--- src/rtl/exe_mem_pipe_reg_pkg.sv ---
// Shared constants for the EXE->MEM pipeline register: default widths and payload packing.
// Payload layout, MSB to LSB: {mem_read, mem_write, wb_en, dst, alu_res, val_rm}.
package exe_mem_pipe_reg_pkg;

    localparam int DEF_WORD_WIDTH     = 32;
    localparam int DEF_REG_FILE_DEPTH = 16;
    localparam int DEF_REG_ADDR_W     = $clog2(DEF_REG_FILE_DEPTH);
    localparam int DEF_CNT_W          = 16;

    localparam int CTRL_W = 3;

    function automatic int payload_w(input int word_w, input int reg_addr_w);
        return CTRL_W + reg_addr_w + 2 * word_w;
    endfunction

endpackage

--- src/rtl/pipe_skid_buf.sv ---
// Generic 2-entry valid/ready skid buffer with synchronous flush; main entry drives the outputs.
// Latency 1 cycle; in_ready depends only on skid occupancy, so there is no combinational path from out_ready.
module pipe_skid_buf #(
    parameter int DATA_W = 8
) (
    input  logic              clk,
    input  logic              rst,
    input  logic              flush,
    input  logic              in_valid,
    output logic              in_ready,
    input  logic [DATA_W-1:0] in_data,
    output logic              out_valid,
    input  logic              out_ready,
    output logic [DATA_W-1:0] out_data
);

    logic              main_vld;
    logic              skid_vld;
    logic [DATA_W-1:0] main_dat;
    logic [DATA_W-1:0] skid_dat;
    logic              in_xfer;
    logic              out_xfer;

    assign in_ready  = !skid_vld;
    assign out_valid = main_vld;
    assign out_data  = main_dat;
    assign in_xfer   = in_valid && !skid_vld;
    assign out_xfer  = main_vld && out_ready;

    always_ff @(posedge clk or negedge rst) begin
        if (!rst) begin
            main_vld <= 1'b0;
            skid_vld <= 1'b0;
            main_dat <= '0;
            skid_dat <= '0;
        end else if (flush) begin
            // Payload registers keep their values so the data outputs hold the last main entry.
            main_vld <= 1'b0;
            skid_vld <= 1'b0;
        end else if (!main_vld || out_xfer) begin
            if (skid_vld) begin
                main_dat <= skid_dat;
                skid_vld <= 1'b0;
            end else if (in_xfer) begin
                main_dat <= in_data;
                main_vld <= 1'b1;
            end else begin
                main_vld <= 1'b0;
            end
        end else if (in_xfer) begin
            skid_dat <= in_data;
            skid_vld <= 1'b1;
        end
    end

endmodule

--- src/rtl/exe_mem_pipe_reg.sv ---
// EXE->MEM pipeline register with valid/ready skid buffering, flush and control-bit gating.
// Optional stall counter enabled by EXE_MEM_PIPE_REG_PERF_EN.
module exe_mem_pipe_reg
    import exe_mem_pipe_reg_pkg::*;
#(
    parameter int WORD_WIDTH = DEF_WORD_WIDTH,
    parameter int REG_ADDR_W = DEF_REG_ADDR_W
`ifdef EXE_MEM_PIPE_REG_PERF_EN
   ,parameter int CNT_W      = DEF_CNT_W
`endif
) (
    input  logic                  clk,
    input  logic                  rst,
    input  logic                  flush,
    input  logic                  in_valid,
    output logic                  in_ready,
    input  logic                  mem_read_in,
    input  logic                  mem_write_in,
    input  logic                  wb_en_in,
    input  logic [REG_ADDR_W-1:0] dst_in,
    input  logic [WORD_WIDTH-1:0] alu_res_in,
    input  logic [WORD_WIDTH-1:0] val_rm_in,
    output logic                  out_valid,
    input  logic                  out_ready,
    output logic                  mem_read_out,
    output logic                  mem_write_out,
    output logic                  wb_en_out,
    output logic [REG_ADDR_W-1:0] dst_out,
    output logic [WORD_WIDTH-1:0] alu_res_out,
    output logic [WORD_WIDTH-1:0] val_rm_out
`ifdef EXE_MEM_PIPE_REG_PERF_EN
   ,output logic [CNT_W-1:0]      stall_cnt
`endif
);

    localparam int PW = payload_w(WORD_WIDTH, REG_ADDR_W);

    logic [PW-1:0] pay_in;
    logic [PW-1:0] pay_out;
    logic          mem_read_q;
    logic          mem_write_q;
    logic          wb_en_q;

    assign pay_in = {mem_read_in, mem_write_in, wb_en_in, dst_in, alu_res_in, val_rm_in};
    assign {mem_read_q, mem_write_q, wb_en_q, dst_out, alu_res_out, val_rm_out} = pay_out;

    pipe_skid_buf #(.DATA_W(PW)) u_skid (
        .clk       (clk),
        .rst       (rst),
        .flush     (flush),
        .in_valid  (in_valid),
        .in_ready  (in_ready),
        .in_data   (pay_in),
        .out_valid (out_valid),
        .out_ready (out_ready),
        .out_data  (pay_out)
    );

    // A stale or squashed slot must never write memory or the register file.
    assign mem_read_out  = mem_read_q  & out_valid;
    assign mem_write_out = mem_write_q & out_valid;
    assign wb_en_out     = wb_en_q     & out_valid;

`ifdef EXE_MEM_PIPE_REG_PERF_EN
    always_ff @(posedge clk or negedge rst) begin
        if (!rst) begin
            stall_cnt <= '0;
        end else if (out_valid && !out_ready && (stall_cnt != {CNT_W{1'b1}})) begin
            stall_cnt <= stall_cnt + 1'b1;
        end
    end
`endif

endmodule
--- config.mk ---
export PLATFORM = sky130hd
export DESIGN_NAME = exe_mem_pipe_reg
export DESIGN_NICKNAME = d
export VERILOG_FILES = /design/src/rtl/exe_mem_pipe_reg_pkg.sv /design/src/rtl/pipe_skid_buf.sv /design/src/rtl/exe_mem_pipe_reg.sv
export SDC_FILE = /design/constraint.sdc
export NUM_CORES = 1
export LEC_CHECK = 0
export ABC_AREA = 1
export BUFFER_PORTS_ARGS = -buffer_cell sky130_fd_sc_hd__buf_2
export CAP_MARGIN = 10
export CELL_PAD_IN_SITES_DETAIL_PLACEMENT = 0
export CELL_PAD_IN_SITES_GLOBAL_PLACEMENT = 2
export CORE_MARGIN = 2
export CORE_UTILIZATION = 33
export CTS_CLUSTER_SIZE = 40
export DETAILED_ROUTE_END_ITERATION = 7
export PLACE_DENSITY_LB_ADDON = 0.1
export SETUP_SLACK_MARGIN = 0.3
export SLEW_MARGIN = 20
export SYNTH_ARGS = -nofsm -noshare
export SYNTH_HDL_FRONTEND = slang
export SYNTH_SLANG_ARGS = --single-unit
--- constraint.sdc ---
create_clock -name clk -period 2.6 [get_ports clk]
set_clock_uncertainty 0.1 [all_clocks]
set_input_delay 0.26 -clock clk [delete_from_list [all_inputs] [get_ports clk]]
set_output_delay 0.26 -clock clk [all_outputs]
set_load 0.02 [all_outputs]
==> metrics.txt <==
Initial Util 33.65%; Peak Freq 501.8 MHz; Crit path required time 2.24 ns; number of hold violations in the final report 0; largest cells by area after synthesis dfrtp_1, nand2_1, nand3_1; Layout Cells excl Fill 1341; Crit-path slowest cell dfrtp_2; vias after detailed routing 6119; total track usage 18.59%; total I/O pin count 149; final wirelength 20.05 mm; Die Ht 150.4 um; Layout area overhead 23.74%; clk_lat worst skew 0.42 ns; Worst setup SP type register; VDD IR max 0.4927 mV; Synth area leader dfrtp_1; sequential cell area 0.003605 mm^2; Die ar. 0.02262 mm^2; TritonCTS Buffers 17; number of port buffers 148; vias in the first global route 6118; DRC 0; WS Path Type register to output pin; worst endpoint data arrival time 1.63 ns; CTS tree built; Syn. warnings 0; Crit Path Max Fanout 34; final std cell area, no fill 0.008752 mm^2; WHS 0.008260 ns; initial antenna violation count 1; standard-cell row count 53; register bit total from synthesis 144; Critical Path, Cell by Cell inv_2 > buf_12 > buf_2; Synth cell types 12; Final Power 7.015 mW; Seq/Total Area, Yosys 50.95%; ratio of cells with drive above 1 in the final layout 19.34%; placed cells 1253; CP bufs+invs 3; drt wl/cell 14.95 um; static leakage 4.924 nW; Synth top area share 50.95%; first-pass GRT wire length 32.89 mm; Fin Setup TNS 0 ns; period utilization 76.65%; Detail Placement HPWL 12.09 mm; post-synthesis cell count 938; status finished clean; crit-path leading delay family buffers and inverters; Relative slew margins 59.95%; H-tree depth 4; DIE WIDTH 150.4 um; Mapped Avg Cell Area 7.541 um^2; most frequent cells in the layout nand2_1, buf_2, nand3_1, dfrtp_1, dlygate4sd3_1; CORE AREA 0.02102 mm^2; CTS clk-pin slew, worst paths 0.06 ns; Max Slew Vio Count 0; commonest non-fill, non-tap cell in the layout nand2_1; Final Critical Period 1.993 ns; Clock Sinks 144; largest net degree at the start of global routing 62; Total Nets Final 1128; Syn Nets 1014; max cap viols 0; Worst-Margin Slew 0.6007 ns; worst slack at placement 0.7014 ns; area occupied by multi-input gates 0.002708 mm^2; # setup viols final 0; via/cell ratio 4.563; number of routed nets with antenna violations 0; RSZ-0062 raised after global routing no; setup ws final 0.6070 ns; initial DRC count 319; Layout Utilization 41.63%; gpl congestion 0.7127; drt first pass iters 4; CP Capture Type output pin; clk buf depth 2; Post-Synthesis Cell Area 0.007073 mm^2; GRT overflow 0; placed cell area 0.007617 mm^2; post-CTS setup buffers 0; HP Class input pin to register; Root Driver clkbuf_16; pwr dens 801.6 mW/mm^2; max incr delay on CP 0.40 ns; Fillers 2240
-- layer usage --
metal	GRT usage (%)	share of wire, %
met5	0	0
met4	5.047	1.4
met3	3.000	3.5
met2	30.75	47
met1	25.28	48
-- worst reg2reg max path: cells and delay by family, from the launching register on --
| kind | cells | cell delay, ns |
|---|---|---|
| buf+inv | 1 | 0.49 |
| flops | 1 | 0.48 |
| simple gates | 4 | 0.76 |
-- power breakdown --
part           switching, mW  leakage [nW]  internal, mW
clock network          0.988         0.271          1.44
registers              0.300          1.80          2.80
logic                  0.947          2.85         0.540
-- synth_stat cells, drive strengths merged --
cell,count
buf,106
clkbuf,21
dfrtp,144
inv,9
nand2,507
nand3,145
nor2,5
nor3,1
-- final cells by class --
class,count,share of cell area [%]
clock inverter,13,1.587
multi-input combinational,658,30.94
antenna,1,0.02859
clock buffer,19,5.061
tap,275,3.931
inverter,9,0.3860
timing repair buffer,222,16.88
sequential,144,41.19
-- state kept, by name, indices dropped and copies added (netlist names) --
signal            count
u_skid.out_data      71
u_skid.out_valid      1
u_skid.skid_dat      71
u_skid.skid_vld       1
-- kinds of logic (layout without fill, tap and decap cells) --
group,after synthesis,after routing,synth area share (%)
flip-flops,144,144,50.95
buffers and inverters,136,263,11.45
other,0,1,0
AND/OR/NAND/NOR,658,658,37.61
-- worst paths after layout --
check	from	endpoint	slack, ns	cells past startpoint
worst max-delay path	u_skid.skid_vld	in_ready	0.61	3
worst min-delay path	val_rm_in[8]	u_skid.skid_dat[8]	0.008	3
worst max register to register	u_skid.out_valid	u_skid.skid_dat[3]	0.70	5
worst min register to register	u_skid.skid_dat[13]	u_skid.skid_dat[13]	0.37	2
max in group asynchronous	rst	u_skid.skid_vld	1.38	3
min in group asynchronous	rst	u_skid.out_data[9]	0.31	2
-- timing repair --
action	4_1_cts	5_1_grt
hold buffers	55	0
resized for setup	0	0
hold endpoints to repair	112	0
Power figures use the tool's default switching activity.
